### config.mk
export PLATFORM = sky130hd
export DESIGN_NAME = hilo_muldiv
export DESIGN_NICKNAME = d
export VERILOG_FILES = /design/src/rtl/hilo_muldiv.sv
export SDC_FILE = /design/constraint.sdc
export NUM_CORES = 2
export LEC_CHECK = 0
export ABC_CLOCK_PERIOD_IN_PS = 10710
export BUFFER_PORTS_ARGS = -buffer_cell sky130_fd_sc_hd__buf_2
export CAP_MARGIN = 20
export CORE_AREA = 2 2 328 330
export DETAILED_ROUTE_END_ITERATION = 12
export DIE_AREA = 0 0 330 332
export GPL_TIMING_DRIVEN = 0
export PLACE_DENSITY = 0.69
export SETUP_SLACK_MARGIN = 0.2
export SYNTH_ARGS = -nofsm -noshare
export SYNTH_HDL_FRONTEND = slang
export SYNTH_SLANG_ARGS = --single-unit
### constraint.sdc
create_clock -name clk -period 10.71 [get_ports clk]
set_clock_uncertainty 0.15 [all_clocks]
set_input_delay 1.6065 -clock clk [delete_from_list [all_inputs] [get_ports clk]]
set_output_delay 1.6065 -clock clk [all_outputs]
set_load 0.02 [all_outputs]
### src/rtl/hilo_muldiv.sv
`timescale 1ns/1ps
// Multiply/divide unit with HI/LO registers for the MIPS execute stage.
// Single-cycle multiply, radix-2 restoring divide with sign fix-up cycle.
module hilo_muldiv #(
  parameter int WIDTH = 32
) (
  input  logic             clk,
  input  logic             resetn,
  input  logic             valid_i,
  input  logic [2:0]       op_i,
  input  logic [WIDTH-1:0] a_i,
  input  logic [WIDTH-1:0] b_i,
  input  logic             flush_i,
  output logic             stall_o,
  output logic             done_o,
  output logic [WIDTH-1:0] hi_o,
  output logic [WIDTH-1:0] lo_o
);

  localparam int CW = $clog2(WIDTH) + 1;
  localparam int W2 = 2 * WIDTH;

  localparam logic [1:0] S_IDLE = 2'd0;
  localparam logic [1:0] S_MUL  = 2'd1;
  localparam logic [1:0] S_DIV  = 2'd2;
  localparam logic [1:0] S_FIX  = 2'd3;

  localparam logic [2:0] OP_MULT  = 3'b001;
  localparam logic [2:0] OP_MULTU = 3'b010;
  localparam logic [2:0] OP_DIV   = 3'b011;
  localparam logic [2:0] OP_DIVU  = 3'b100;
  localparam logic [2:0] OP_MTHI  = 3'b101;
  localparam logic [2:0] OP_MTLO  = 3'b110;

  logic [1:0]       state_q, state_d;
  logic [WIDTH-1:0] hi_q, hi_d, lo_q, lo_d;
  logic [WIDTH-1:0] opa_q, opa_d;   // raw a_i: multiplicand, or dividend for div-by-zero
  logic [WIDTH-1:0] opb_q, opb_d;   // multiplier or divisor magnitude
  logic [WIDTH-1:0] rem_q, rem_d;
  logic [WIDTH-1:0] quo_q, quo_d;   // dividend bits shift out as quotient bits shift in
  logic [CW-1:0]    cnt_q, cnt_d;
  logic             sgn_q, sgn_d;
  logic             qneg_q, qneg_d;
  logic             rneg_q, rneg_d;
  logic             dbz_q, dbz_d;
  logic             stall_c, done_c;

  logic [W2-1:0]    mul_a_ext, mul_b_ext, product;
  logic [WIDTH:0]   shifted, diff;
  logic [WIDTH-1:0] q_fix, r_fix;
  logic             a_neg, b_neg;

  assign mul_a_ext = {{WIDTH{sgn_q & opa_q[WIDTH-1]}}, opa_q};
  assign mul_b_ext = {{WIDTH{sgn_q & opb_q[WIDTH-1]}}, opb_q};
  assign product   = mul_a_ext * mul_b_ext;

  assign shifted = {rem_q, quo_q[WIDTH-1]};
  assign diff    = shifted - {1'b0, opb_q};
  assign q_fix   = qneg_q ? (WIDTH'(0) - quo_q) : quo_q;
  assign r_fix   = rneg_q ? (WIDTH'(0) - rem_q) : rem_q;

  assign a_neg = (op_i == OP_DIV) & a_i[WIDTH-1];
  assign b_neg = (op_i == OP_DIV) & b_i[WIDTH-1];

  always_comb begin
    state_d = state_q;
    hi_d    = hi_q;
    lo_d    = lo_q;
    opa_d   = opa_q;
    opb_d   = opb_q;
    rem_d   = rem_q;
    quo_d   = quo_q;
    cnt_d   = cnt_q;
    sgn_d   = sgn_q;
    qneg_d  = qneg_q;
    rneg_d  = rneg_q;
    dbz_d   = dbz_q;
    stall_c = 1'b0;
    done_c  = 1'b0;
    case (state_q)
      S_IDLE: begin
        if (valid_i && !flush_i) begin
          case (op_i)
            OP_MTHI: hi_d = a_i;
            OP_MTLO: lo_d = a_i;
            OP_MULT, OP_MULTU: begin
              stall_c = 1'b1;
              opa_d   = a_i;
              opb_d   = b_i;
              sgn_d   = (op_i == OP_MULT);
              state_d = S_MUL;
            end
            OP_DIV, OP_DIVU: begin
              stall_c = 1'b1;
              opa_d   = a_i;
              quo_d   = a_neg ? (WIDTH'(0) - a_i) : a_i;
              opb_d   = b_neg ? (WIDTH'(0) - b_i) : b_i;
              qneg_d  = a_neg ^ b_neg;
              rneg_d  = a_neg;
              dbz_d   = (b_i == '0);
              rem_d   = '0;
              cnt_d   = '0;
              state_d = S_DIV;
            end
            default: ;
          endcase
        end
      end
      S_MUL: begin
        state_d = S_IDLE;
        if (!flush_i) begin
          {hi_d, lo_d} = product;
          done_c       = 1'b1;
        end
      end
      S_DIV: begin
        if (flush_i) begin
          state_d = S_IDLE;
        end else begin
          stall_c = 1'b1;
          // A clear top bit of the difference means the trial subtraction fits.
          if (!diff[WIDTH]) begin
            rem_d = diff[WIDTH-1:0];
            quo_d = {quo_q[WIDTH-2:0], 1'b1};
          end else begin
            rem_d = shifted[WIDTH-1:0];
            quo_d = {quo_q[WIDTH-2:0], 1'b0};
          end
          cnt_d = cnt_q + CW'(1);
          if (cnt_q == CW'(WIDTH - 1)) state_d = S_FIX;
        end
      end
      default: begin
        state_d = S_IDLE;
        if (!flush_i) begin
          done_c = 1'b1;
          hi_d   = dbz_q ? opa_q : r_fix;
          lo_d   = dbz_q ? '1 : q_fix;
        end
      end
    endcase
  end

  always_ff @(posedge clk or negedge resetn) begin
    if (!resetn) begin
      state_q <= S_IDLE;
      hi_q    <= '0;
      lo_q    <= '0;
      opa_q   <= '0;
      opb_q   <= '0;
      rem_q   <= '0;
      quo_q   <= '0;
      cnt_q   <= '0;
      sgn_q   <= 1'b0;
      qneg_q  <= 1'b0;
      rneg_q  <= 1'b0;
      dbz_q   <= 1'b0;
    end else begin
      state_q <= state_d;
      hi_q    <= hi_d;
      lo_q    <= lo_d;
      opa_q   <= opa_d;
      opb_q   <= opb_d;
      rem_q   <= rem_d;
      quo_q   <= quo_d;
      cnt_q   <= cnt_d;
      sgn_q   <= sgn_d;
      qneg_q  <= qneg_d;
      rneg_q  <= rneg_d;
      dbz_q   <= dbz_d;
    end
  end

  // Reset must drop the stall immediately even if a valid op is still presented.
  assign stall_o = stall_c & resetn;
  assign done_o  = done_c & resetn;
  assign hi_o    = hi_q;
  assign lo_o    = lo_q;

endmodule
==> impl.org <==
** Clock tree
- CTS H-tree depth :: 1
- For the worst-skew pair, the clock arrives at the later sink with an insertion delay of 0.58 ns.
- After clock tree synthesis, the clock-pin slew on the worst setup and hold paths is 0.06 ns.
- Hold repair after CTS inserted 0 buffers.
- TritonCTS built the clock tree.
- CTS Buf Count :: 25
- # clock sinks :: 204
- Number of buffers between clock root and the deepest sink :: 3
- CTS placed an instance of clkbuf_16 at the clock tree root.

** STA
- The count of final max-slew check failures was 0.
- Post-route clock period utilization :: 0.975
- Setup repair after global routing could not meet its margin everywhere.
- For the final routed database, the setup TNS stands at 0 ns.
- Fmax achieved :: approximately 96 MHz
- The number of endpoints with negative hold slack in the final report came to 0.
- For the pin with the worst max-slew slack, the measured transition is between 1 and 1.5 ns.
- Measured against its own limit, the worst slew margin works out to 0.147.
- Number of endpoints failing setup at the final stage :: 0
- For the finished layout, the period the worst path requires is 10.44 ns.

** Global routing
- Pin count of the biggest net entering global routing :: 80
- The initial antenna violation count came to 26.
- Congestion Overflow GR :: 0
- The first global-routing pass estimated about 300000 um of wire.
- The number of global-route vias before repair came to around 44000.
- Across every metal layer, demand over resource in global routing totals 0.382.

** Hold path
- Class of the tightest hold or removal check :: flip-flop to flip-flop

** Synthesis
- Largest area contributor in the synthesized netlist :: fa_1
- The share of synthesized area in the top cell type comes to 0.436.
- The number of nets in the synthesized netlist is 7272.
- After synthesis, the mean cell area works out to approximately 8.9 um^2.
- Among all flip-flop cells after synthesis, the most frequent one is dfrtp_1.
- Yosys mapped a number of flops with a built-in enable equal to 0.
- Counting instances in the post-synthesis netlist gives the leading cell types as inv_1, fa_1, nand2_1, and2_1, clkbuf_1.
- Seq/Total Area, Yosys :: 0.0986
- After synthesis the netlist holds a flip-flop and latch count of ~200.
- Ranked by total cell area, the synthesized netlist is headed by fa_1, dfrtp_1, inv_1, nand2_1, ha_1.
- Yosys instantiated no cell more often than inv_1.
- After synthesis the cells add up to just over 0.05 mm^2.
- The netlist uses slightly above 80 different library cells.
- Synth warnings :: 0
- Syn Inst Count :: about 5800
- Proportion of synthesized flip-flops having asynchronous set or reset :: 1.00

** Detailed routing
- The first detailed-routing pass ran for 9 iterations.
- Routed len/inst :: 27.9 um
- Vias :: 43936
- Starting DRC count in detailed routing :: slightly above 5000
- Summed over all layers, the routed wires come to around 210000 um.
- Number of vias per cell :: 5.90
- Drt drc :: 3
- Remaining number of nets flagged by the antenna check after routing :: 0

** Worst setup path
- Startpoint class of the critical path :: flip-flop
- Data required time of the critical path :: 10.98 ns
- Of all nets on the critical path, the largest fanout is 10.
- At the worst endpoint, the arrival time is around 11 ns.
- CP endpoint kind :: flip-flop
- The critical path is of the flip-flop to flip-flop type.

** Finish
- Layout cell share with drive strength beyond 1 :: 0.0474
- Signed area change from the synthesized netlist to the final layout :: 6.96%
- Net count reported at finish :: roughly 7400

** Die
- Die H :: 332 um
- The die covers around 0.11 mm^2.
- For this configuration, the core starts out at a cell density of 0.487.
- Die boundary width :: ~330 um
- The total area inside the core boundary comes to ~0.11 mm^2.
- I/O Pins :: roughly 140
- The floorplan has 120 rows.

** Place
- During placement, the flow inserted port buffers numbering 133.
- Placer's final routability congestion estimate :: 1.05
- Final HPWL from detailed placement :: roughly 170000 um

** Status
- Result of the run :: complete, but fails checks
- The checks that failed: design-rule violations.

** Job
- The tool flagged a number of max-cap violations equal to 0.
kinds of logic (layout without fill, tap and decap cells):
group,after synthesis,count (layout),share of synthesized area
adders and majority gates,1375,1375,0.496
other,0,21,0
AOI/OAI and AO/OA,733,733,0.0883
buffers and inverters,1553,1744,0.115
xor gates and xnor gates,216,216,0.0366
and+or+nand+nor,1671,1671,0.151
muxes,74,74,0.0152
DFF,204,204,0.0986
area by class of cell:
class	count	area, um^2
antenna	21	52.6
buffer	359	1490
clock buffer	34	719
clock inverter	7	68.8
fill	10113	50900
inverter	1194	4480
multi-input combinational	4069	40700
sequential	204	5100
tap	1403	1760
timing repair buffer	150	973
worst max-delay path: stages, from the launching register on:
cell      delay [ns]
dfrtp_1         0.32
clkbuf_1        0.66
clkbuf_1        0.87
nand2_1         0.19
fa_1            0.57
inv_1           0.06
fa_1            0.48
fa_1            0.51
inv_1           0.06
fa_1            0.47
fa_1            0.54
inv_1           0.06
fa_1            0.51
fa_1            0.50
inv_1           0.05
fa_1            0.58
inv_1           0.07
ha_1            0.42
a21o_1          0.25
a21o_1          0.18
a221o_1         0.33
a211o_1         0.38
a32oi_1         0.65
nand4_1         0.36
and3_1          0.25
o32a_1          0.34
xnor2_1         0.33
o221ai_1        0.16
path summary, 6_finish.rpt:
path                                             from               endpoint  slack [ns]  depth (start not counted)
worst min register to register   hi_o[11]$_DFFE_PN0P_   hi_o[11]$_DFFE_PN0P_        0.32                          2
min in group asynchronous                      resetn  rem_q[25]$_DFFE_PN0P_        0.79                          1
worst max register to register  opa_q[14]$_DFFE_PN0P_   hi_o[25]$_DFFE_PN0P_        0.27                         27
max in group asynchronous                      resetn  quo_q[29]$_DFFE_PN0P_        8.42                          3
worst max-delay path            opa_q[14]$_DFFE_PN0P_   hi_o[25]$_DFFE_PN0P_        0.27                         27
worst min-delay path             hi_o[11]$_DFFE_PN0P_   hi_o[11]$_DFFE_PN0P_        0.32                          2
sequential cells by signal, summed over array words and instances (netlist names), 2 cells and up:
signal and cells:
opa_q 32, cnt_q 6, hi_o 32, quo_q 32, opb_q 32, rem_q 32
state_q 2, lo_o 32
cells in the final DEF (no fill, tap or decap), types with 21 or more instances in the layout:
| master | instances |
|---|---|
| o31ai_1 | 40 |
| a21o_1 | 72 |
| and2_1 | 364 |
| dfrtp_1 | 204 |
| nor2_1 | 163 |
| nor3_1 | 27 |
| mux2_2 | 37 |
| clkbuf_16 | 25 |
| or3_1 | 24 |
| diode_2 | 21 |
| fa_1 | 1125 |
| a31oi_1 | 23 |
| ha_1 | 249 |
| a21oi_1 | 211 |
| and3_1 | 29 |
| clkbuf_1 | 327 |
| nand2_1 | 914 |
| nand3_1 | 24 |
| buf_2 | 138 |
| o21ai_0 | 207 |
| inv_1 | 1194 |
| xor2_1 | 109 |
| xnor2_1 | 107 |
| mux2i_1 | 37 |
what timing repair did:
item | CTS | global route
cloned | 0 | 0
hold endpoints to repair | 0 | 0
setup endpoints to repair | 7 | 10
setup buffers | 0 | 0
resized for setup | 1 | 28
per-layer routing:
metal  up-vias  share of wire  global-route usage
li1      18027              -                   -
met1     22256           0.37               0.498
met2      2943           0.42               0.544
met3       698           0.13               0.115
met4        12          0.085               0.262
met5         -        0.00037                   0
stage by stage:
step / utilization / setup slack (ns) / cell area [um^2] / hold slack (ns) / instances
finish: 0.521 / 0.265 / 55400 / 0.321 / 7441
global route: 0.520 / 0.200 / 55300 / 0.344 / 7421
CTS: 0.519 / 0.360 / 55200 / 0.324 / 7413
detailed placement: 0.512 / 0.0519 / 54400 / 0.311 / 7372
global placement: 0.510 / 0.115 / 54200 / 0.307 / 7362
floorplan: - / 2.53 / 51800 / 0.318 / 5826
Power is left out: the tool's default activity adds up to more than one toggle a clock period on the data nets, which glitch-free logic cannot reach.
